<file path="src/rtl/wb_arbiter_2m_if.sv">
// Single Wishbone link: master-to-slave request signals plus the slave's response.
// The arbiter uses the slave modport toward each CPU connector and the master modport toward the interconnect.
interface wb_arbiter_2m_if;
  logic        cyc;
  logic        stb;
  logic [29:0] addr;
  logic [2:0]  cti;
  logic [1:0]  bte;
  logic [3:0]  sel;
  logic        we;
  logic [31:0] dat_w;
  logic [31:0] dat_r;
  logic        ack;
  logic        err;

  modport master (output cyc, stb, addr, cti, bte, sel, we, dat_w,
                  input  dat_r, ack, err);
  modport slave  (input  cyc, stb, addr, cti, bte, sel, we, dat_w,
                  output dat_r, ack, err);
endinterface

</file>
<file path="src/rtl/wb_arbiter_2m.sv">
// Two-master Wishbone arbiter (m0 = data side, m1 = instruction side) driving one shared bus.
// Grants are held for a whole cyc; a watchdog turns a hung slave into a one-cycle err.
module wb_arbiter_2m #(
  parameter bit ROUND_ROBIN = 1'b1,
  parameter int TIMEOUT     = 255,
  parameter int TMR_W       = 8
) (
  input  logic                  clk,
  input  logic                  rst_n,
  wb_arbiter_2m_if.slave        m0,
  wb_arbiter_2m_if.slave        m1,
  wb_arbiter_2m_if.master       s,
  output logic [1:0]            grant_o,
  output logic                  timeout_o
);

  typedef enum logic [1:0] {S_IDLE, S_GNT0, S_GNT1, S_ABORT} state_t;

  // Abort fires when this count is already reached and one more stb cycle goes unanswered.
  localparam logic [TMR_W-1:0] TMO_LAST = (TIMEOUT == 0) ? '0 : TMR_W'(TIMEOUT - 1);

  state_t           state, state_nx;
  logic             prio, prio_nx;
  logic             owner, owner_nx;
  logic [TMR_W-1:0] timer, timer_nx;
  logic             timeout_nx;
  logic             own_cyc;
  logic             s_resp;
  logic             tmo_hit;

  always_ff @(posedge clk or negedge rst_n) begin
    if (!rst_n) begin
      state     <= S_IDLE;
      prio      <= 1'b0;
      owner     <= 1'b0;
      timer     <= '0;
      timeout_o <= 1'b0;
    end else begin
      state     <= state_nx;
      prio      <= prio_nx;
      owner     <= owner_nx;
      timer     <= timer_nx;
      timeout_o <= timeout_nx;
    end
  end

  always_comb begin
    state_nx   = state;
    prio_nx    = prio;
    owner_nx   = owner;
    timer_nx   = '0;
    timeout_nx = 1'b0;
    tmo_hit    = 1'b0;
    own_cyc    = owner ? m1.cyc : m0.cyc;
    s_resp     = s.ack | s.err;
    case (state)
      S_IDLE: begin
        if (m0.cyc && (!m1.cyc || !prio)) begin
          state_nx = S_GNT0;
          owner_nx = 1'b0;
        end else if (m1.cyc) begin
          state_nx = S_GNT1;
          owner_nx = 1'b1;
        end
      end
      S_GNT0, S_GNT1: begin
        if (s.stb && !s_resp) begin
          timer_nx = (timer == '1) ? timer : timer + TMR_W'(1);
        end
        tmo_hit = (TIMEOUT != 0) && s.stb && !s_resp && (timer == TMO_LAST);
        if (!own_cyc) begin
          state_nx = S_IDLE;
          if (ROUND_ROBIN) prio_nx = ~owner;
        end else if (tmo_hit) begin
          state_nx   = S_ABORT;
          timeout_nx = 1'b1;
        end
      end
      S_ABORT: begin
        if (!own_cyc) begin
          state_nx = S_IDLE;
          if (ROUND_ROBIN) prio_nx = ~owner;
        end
      end
      default: state_nx = S_IDLE;
    endcase
  end

  // The owner's request drives the shared bus; responses reach only the owner.
  always_comb begin
    s.cyc   = 1'b0;
    s.stb   = 1'b0;
    s.addr  = '0;
    s.cti   = '0;
    s.bte   = '0;
    s.sel   = '0;
    s.we    = 1'b0;
    s.dat_w = '0;
    m0.ack  = 1'b0;
    m0.err  = 1'b0;
    m1.ack  = 1'b0;
    m1.err  = 1'b0;
    case (state)
      S_GNT0: begin
        s.cyc   = m0.cyc;
        s.stb   = m0.stb;
        s.addr  = m0.addr;
        s.cti   = m0.cti;
        s.bte   = m0.bte;
        s.sel   = m0.sel;
        s.we    = m0.we;
        s.dat_w = m0.dat_w;
        m0.ack  = s.ack;
        m0.err  = s.err;
      end
      S_GNT1: begin
        s.cyc   = m1.cyc;
        s.stb   = m1.stb;
        s.addr  = m1.addr;
        s.cti   = m1.cti;
        s.bte   = m1.bte;
        s.sel   = m1.sel;
        s.we    = m1.we;
        s.dat_w = m1.dat_w;
        m1.ack  = s.ack;
        m1.err  = s.err;
      end
      S_ABORT: begin
        m0.err = timeout_o & ~owner;
        m1.err = timeout_o & owner;
      end
      default: ;
    endcase
  end

  assign m0.dat_r = s.dat_r;
  assign m1.dat_r = s.dat_r;
  assign grant_o  = {state == S_GNT1, state == S_GNT0};

endmodule
</file>
<file path="src/flat_wrapper.sv">
// flat-port wrapper written by rule: the top's interface ports become plain ports
module wb_arbiter_2m_flat 
#(
  parameter bit ROUND_ROBIN = 1'b1,
  parameter int TIMEOUT     = 255,
  parameter int TMR_W       = 8
)
  (clk, rst_n, grant_o, timeout_o, m0_cyc, m0_stb, m0_addr, m0_cti, m0_bte, m0_sel, m0_we, m0_dat_w, m0_dat_r, m0_ack, m0_err, m1_cyc, m1_stb, m1_addr, m1_cti, m1_bte, m1_sel, m1_we, m1_dat_w, m1_dat_r, m1_ack, m1_err, s_cyc, s_stb, s_addr, s_cti, s_bte, s_sel, s_we, s_dat_w, s_dat_r, s_ack, s_err);
  wb_arbiter_2m_if m0_i ();
  wb_arbiter_2m_if m1_i ();
  wb_arbiter_2m_if s_i ();
  input  logic clk;
  input  logic rst_n;
  output logic [1:0] grant_o;
  output logic timeout_o;
  input wire logic [$bits(m0_i.cyc)-1:0] m0_cyc;
  input wire logic [$bits(m0_i.stb)-1:0] m0_stb;
  input wire logic [$bits(m0_i.addr)-1:0] m0_addr;
  input wire logic [$bits(m0_i.cti)-1:0] m0_cti;
  input wire logic [$bits(m0_i.bte)-1:0] m0_bte;
  input wire logic [$bits(m0_i.sel)-1:0] m0_sel;
  input wire logic [$bits(m0_i.we)-1:0] m0_we;
  input wire logic [$bits(m0_i.dat_w)-1:0] m0_dat_w;
  output wire logic [$bits(m0_i.dat_r)-1:0] m0_dat_r;
  output wire logic [$bits(m0_i.ack)-1:0] m0_ack;
  output wire logic [$bits(m0_i.err)-1:0] m0_err;
  input wire logic [$bits(m1_i.cyc)-1:0] m1_cyc;
  input wire logic [$bits(m1_i.stb)-1:0] m1_stb;
  input wire logic [$bits(m1_i.addr)-1:0] m1_addr;
  input wire logic [$bits(m1_i.cti)-1:0] m1_cti;
  input wire logic [$bits(m1_i.bte)-1:0] m1_bte;
  input wire logic [$bits(m1_i.sel)-1:0] m1_sel;
  input wire logic [$bits(m1_i.we)-1:0] m1_we;
  input wire logic [$bits(m1_i.dat_w)-1:0] m1_dat_w;
  output wire logic [$bits(m1_i.dat_r)-1:0] m1_dat_r;
  output wire logic [$bits(m1_i.ack)-1:0] m1_ack;
  output wire logic [$bits(m1_i.err)-1:0] m1_err;
  output wire logic [$bits(s_i.cyc)-1:0] s_cyc;
  output wire logic [$bits(s_i.stb)-1:0] s_stb;
  output wire logic [$bits(s_i.addr)-1:0] s_addr;
  output wire logic [$bits(s_i.cti)-1:0] s_cti;
  output wire logic [$bits(s_i.bte)-1:0] s_bte;
  output wire logic [$bits(s_i.sel)-1:0] s_sel;
  output wire logic [$bits(s_i.we)-1:0] s_we;
  output wire logic [$bits(s_i.dat_w)-1:0] s_dat_w;
  input wire logic [$bits(s_i.dat_r)-1:0] s_dat_r;
  input wire logic [$bits(s_i.ack)-1:0] s_ack;
  input wire logic [$bits(s_i.err)-1:0] s_err;
  assign m0_i.cyc = m0_cyc;
  assign m0_i.stb = m0_stb;
  assign m0_i.addr = m0_addr;
  assign m0_i.cti = m0_cti;
  assign m0_i.bte = m0_bte;
  assign m0_i.sel = m0_sel;
  assign m0_i.we = m0_we;
  assign m0_i.dat_w = m0_dat_w;
  assign m0_dat_r = m0_i.dat_r;
  assign m0_ack = m0_i.ack;
  assign m0_err = m0_i.err;
  assign m1_i.cyc = m1_cyc;
  assign m1_i.stb = m1_stb;
  assign m1_i.addr = m1_addr;
  assign m1_i.cti = m1_cti;
  assign m1_i.bte = m1_bte;
  assign m1_i.sel = m1_sel;
  assign m1_i.we = m1_we;
  assign m1_i.dat_w = m1_dat_w;
  assign m1_dat_r = m1_i.dat_r;
  assign m1_ack = m1_i.ack;
  assign m1_err = m1_i.err;
  assign s_cyc = s_i.cyc;
  assign s_stb = s_i.stb;
  assign s_addr = s_i.addr;
  assign s_cti = s_i.cti;
  assign s_bte = s_i.bte;
  assign s_sel = s_i.sel;
  assign s_we = s_i.we;
  assign s_dat_w = s_i.dat_w;
  assign s_i.dat_r = s_dat_r;
  assign s_i.ack = s_ack;
  assign s_i.err = s_err;
  wb_arbiter_2m #(.ROUND_ROBIN(ROUND_ROBIN), .TIMEOUT(TIMEOUT), .TMR_W(TMR_W)) u_core (.clk(clk), .rst_n(rst_n), .m0(m0_i), .m1(m1_i), .s(s_i), .grant_o(grant_o), .timeout_o(timeout_o));
endmodule
</file>
<file path="config.mk">
export PLATFORM = sky130hd
export DESIGN_NAME = wb_arbiter_2m_flat
export DESIGN_NICKNAME = d
export VERILOG_FILES = /design/src/rtl/wb_arbiter_2m_if.sv /design/src/rtl/wb_arbiter_2m.sv /design/src/flat_wrapper.sv
export SDC_FILE = /design/constraint.sdc
export NUM_CORES = 1
export LEC_CHECK = 0
export ABC_AREA = 1
export CORE_AREA = 2 2 127 129
export CTS_CLUSTER_DIAMETER = 120
export DETAILED_ROUTE_END_ITERATION = 12
export DIE_AREA = 0 0 129 131
export REMOVE_ABC_BUFFERS = 1
export SKIP_LAST_GASP = 1
export SYNTH_ARGS = -nofsm -noshare
export SYNTH_HDL_FRONTEND = slang
export SYNTH_SLANG_ARGS = --single-unit
</file>
<file path="constraint.sdc">
create_clock -name clk -period 3.9 [get_ports clk]
set_input_delay 0.78 -clock clk [delete_from_list [all_inputs] [get_ports clk]]
set_output_delay 0.78 -clock clk [all_outputs]
set_load 0.05 [all_outputs]
</file>
==> run summary <==
=========================================================================================
Initial cell density of the core                                                    15.6%
Worst slew slack as a fraction of its limit                                         60.2%
Post-route clock period utilization                                                 85.9%
Number of maximum-capacitance constraint violations                                     0
Flip-flop and latch count after synthesis                                              13
Standard-cell rows                                                                     46
Filler cells                                                                         1730
GRT busiest layer                                                                    met2
CTS root buf                                                                 sky130_fd_sc_hd__clkbuf_16
Proportion of register bits with asynchronous set or reset after synthesis           100%
# H-tree levels                                                                         1
Total core area                                                                 15600 µm²
Final worst-path setup slack                                                       550 ps
Power per unit of standard cell area                                           679 nW/µm²
Commonest register cell after synthesis                                      sky130_fd_sc_hd__dfrtp_1
Sw Pwr                                                                          0.00192 W
TritonCTS clock tree                                                                  yes
Number of buffers created by CTS                                                        3
Post-synthesis average cell area                                                 5.81 µm²
Die Y-Extent                                                                       131 µm
Leading cell type in the layout, fill and taps excluded                      sky130_fd_sc_hd__clkdlybuf4s50_1
Post-Syn Instances                                                                    418
Peak supply drop                                                                 0.303 mV
Count of unique library cells instantiated by Yosys                                    32
Bufs on Longest Clock Path                                                              2
Cells resized by post-CTS repair                                                        0
Synth Cell Area                                                                  2430 µm²
ANT nets after route                                                                    0
Sequential group share of total power                                                5.7%
Vias after detailed routing                                                          3193
Layout cell share with drive strength beyond 1                                      5.75%
Global-route wire length before repair                                            17.0 mm
RSZ-0062 raised after global routing                                                false
Buffers added on ports                                                                232
Detailed placer's ending HPWL                                                     10.2 mm
Last weighted congestion value of the routability-driven placer                     0.775
Net count reported at finish                                                          766
Sequential-to-total area share from yosys stat                                      13.4%
Clock Sink Count                                                                       13
Critical Path Start Type                                                         register
Clock network fraction of total power                                                6.1%
Routed Wire Length                                                                12.8 mm
Setup violators final                                                                   0
Measured slew at the worst slew-check pin                                          595 ps
Required time at the endpoint of the critical path                                3120 ps
Maximum number of pins on one net before global-route repair                           51
Launch point of the worst reg-to-reg path                                    u_core.state[0]$_DFFE_PN0P_
Pre-CTS WS                                                                         728 ps
Layout Area Growth over Synthesis                                                   90.2%
Share of total power consumed by net switching                                      61.3%
Worst-skew pair later-pin latency                                                  240 ps
Drc violations                                                                          0
Hold wc startpoint                                                           u_core.timer[3]$_DFFE_PN0P_
R2R Setup Slk                                                                     2090 ps
Met2 global-route usage                                                             18.4%
Count of flip-flops with a built-in enable after synthesis                              0
Setup TNS Final                                                                      0 ps
Finished Cell Area                                                               4620 µm²
Clock-pin transition on the worst setup and hold timing paths                       40 ps
Total inserted antenna cells                                                            0
1st-iter DRT viols                                                                    156
Vias per inst                                                                        4.04
End of the worst register-to-register path                                   u_core.state[0]$_DFFE_PN0P_
Result of the run                                                            finished, final reports clean
Leakage Power                                                                     1.72 nW
Sink of the worst hold path                                                  u_core.timer[3]$_DFFE_PN0P_
CP Capture Type                                                              primary output
Initial antenna violation count                                                         0
Combinational share of power                                                        88.2%
Final Slew Violations                                                                   0
Tightest Hold Check Type                                                     register to register
Final hold vios                                                                         0
Total Die Area                                                                  16900 µm²
Via count of the first global-routing pass                                           2812
Setup fix buffers added after clock tree synthesis                                      0
CTS hold repair buffers                                                                 0
First-pass DRT Iterations                                                               4
Layout Skew                                                                       3.59 ps
Met3 usage                                                                          9.45%
GRT Total Usage                                                                     13.3%
Wire length per cell after detailed routing                                       16.2 µm
Worst setup path class                                                       register to primary output
Max Clock Freq                                                                  0.298 GHz
R2R depth                                                                              10
X dimension of the die                                                             129 µm
Worst hold path depth                                                                   2
Count of synthesis-stage warnings from yosys                                            0
Data arrival at the endpoint of the critical path                                 2570 ps
Internal Power                                                                  0.00121 W
CP Max Fanout                                                                          29
I/O pin total                                                                         329
Most frequent cells in the layout                                            232 x sky130_fd_sc_hd__clkdlybuf4s50_1, 169 x sky130_fd_sc_hd__nand2_1, 76 x sky130_fd_sc_hd__a21oi_1, 15 x sky130_fd_sc_hd__inv_1, 13 x sky130_fd_sc_hd__dfrtp_1
Placement Cell Area                                                              4540 µm²
Met1 track utilization from global routing                                          17.1%
Tmin final                                                                        3350 ps
Grt ovf                                                                                 0
=========================================================================================
## worst max path at each step
stage,cells after the start,start,slack [ps],endpoint
3_5_place_dp,4,m0_dat_w[26],730,s_dat_w[26]
3_3_place_gp,4,m0_dat_w[26],690,s_dat_w[26]
2_1_floorplan,4,u_core.state[0]$_DFFE_PN0P_,-90,s_stb
4_1_cts,7,u_core.state[0]$_DFFE_PN0P_,540,s_dat_w[6]
5_1_grt,7,u_core.state[0]$_DFFE_PN0P_,430,s_dat_w[6]
6_report,7,u_core.state[0]$_DFFE_PN0P_,550,s_dat_w[6]
## critical path, cell delays in order (launching register included)
cell	delay, ps
sky130_fd_sc_hd__dfrtp_1	390
sky130_fd_sc_hd__inv_1	100
sky130_fd_sc_hd__ha_1	350
sky130_fd_sc_hd__inv_2	110
sky130_fd_sc_hd__buf_12	180
sky130_fd_sc_hd__buf_4	170
sky130_fd_sc_hd__a21oi_1	180
sky130_fd_sc_hd__clkdlybuf4s50_1	850
## metal layers
| layer | wire (µm) | vias to the layer above |
|---|---|---|
| li1 | - | 1573 |
| met1 | 5460 | 1406 |
| met2 | 5270 | 206 |
| met3 | 2000 | 6 |
| met4 | 35 | 2 |
| met5 | 54 | - |
## power groups by stage
stage / registers, W / clock network (W) / logic (W)
floorplan: 0.000175 / 0 / 0.00171
global placement: 0.000179 / 0 / 0.00280
detailed placement: 0.000180 / 0 / 0.00279
CTS: 0.000178 / 0.000198 / 0.00280
global route: 0.000182 / 0.000205 / 0.00293
finish: 0.000178 / 0.000190 / 0.00277
## state kept, by name (all words and copies together) (netlist names)
register and flops:
u_core.owner 1, u_core.prio 1, u_core.state 2, u_core.timeout_o 1, u_core.timer 8
## cells in the mapped netlist, types with 2 or more instances
cell type	number	area [µm²]
sky130_fd_sc_hd__nand2_1	169	634
sky130_fd_sc_hd__a21oi_1	76	380
sky130_fd_sc_hd__buf_4	64	480
sky130_fd_sc_hd__buf_2	19	95.1
sky130_fd_sc_hd__inv_1	16	60.1
sky130_fd_sc_hd__dfrtp_1	13	325
sky130_fd_sc_hd__nor2_1	9	33.8
sky130_fd_sc_hd__ha_1	7	87.6
sky130_fd_sc_hd__nand2_2	6	37.5
sky130_fd_sc_hd__o21ai_0	6	30.0
sky130_fd_sc_hd__o21ai_1	4	20.0
sky130_fd_sc_hd__clkbuf_1	3	11.3
sky130_fd_sc_hd__a31oi_1	2	12.5
sky130_fd_sc_hd__buf_1	2	7.51
sky130_fd_sc_hd__inv_2	2	7.51
sky130_fd_sc_hd__nand2_4	2	22.5
sky130_fd_sc_hd__nand3_1	2	10.0
sky130_fd_sc_hd__nor2_2	2	12.5
## per-stage QoR
stage                     instances  hold slack (ps)  util (%)  total power [W]
after global routing            790              562      29.6          0.00332
after detailed placement        786              508      29.1          0.00297
after floorplan                 330              476         -          0.00189
after CTS                       790              520      29.6          0.00318
final                           790              525      29.6          0.00314
after global placement          786              505      29.1          0.00298
## cell type report
cell class,instances,area (µm²),area share (%)
repair buffers,240,2430,52.6
inverters,18,67.6,1.46
multi-input cells,299,1450,31.3
well taps,216,270,5.85
flip-flops and latches,13,325,7.04
clock buffers,4,78.8,1.71
## kinds of logic (layout without fill, tap and decap cells)
family	after synthesis	after routing	share of synthesized area, %
AND/OR/NAND/NOR	197	197	34.0
buffers and inverters	106	262	27.2
AO/OA/AOI/OAI	94	94	21.4
flip-flops	13	13	13.4
adder cells (fa/ha/maj)	7	7	3.60
XOR/XNOR	1	1	0.361
(Power assumes the default switching activity.)
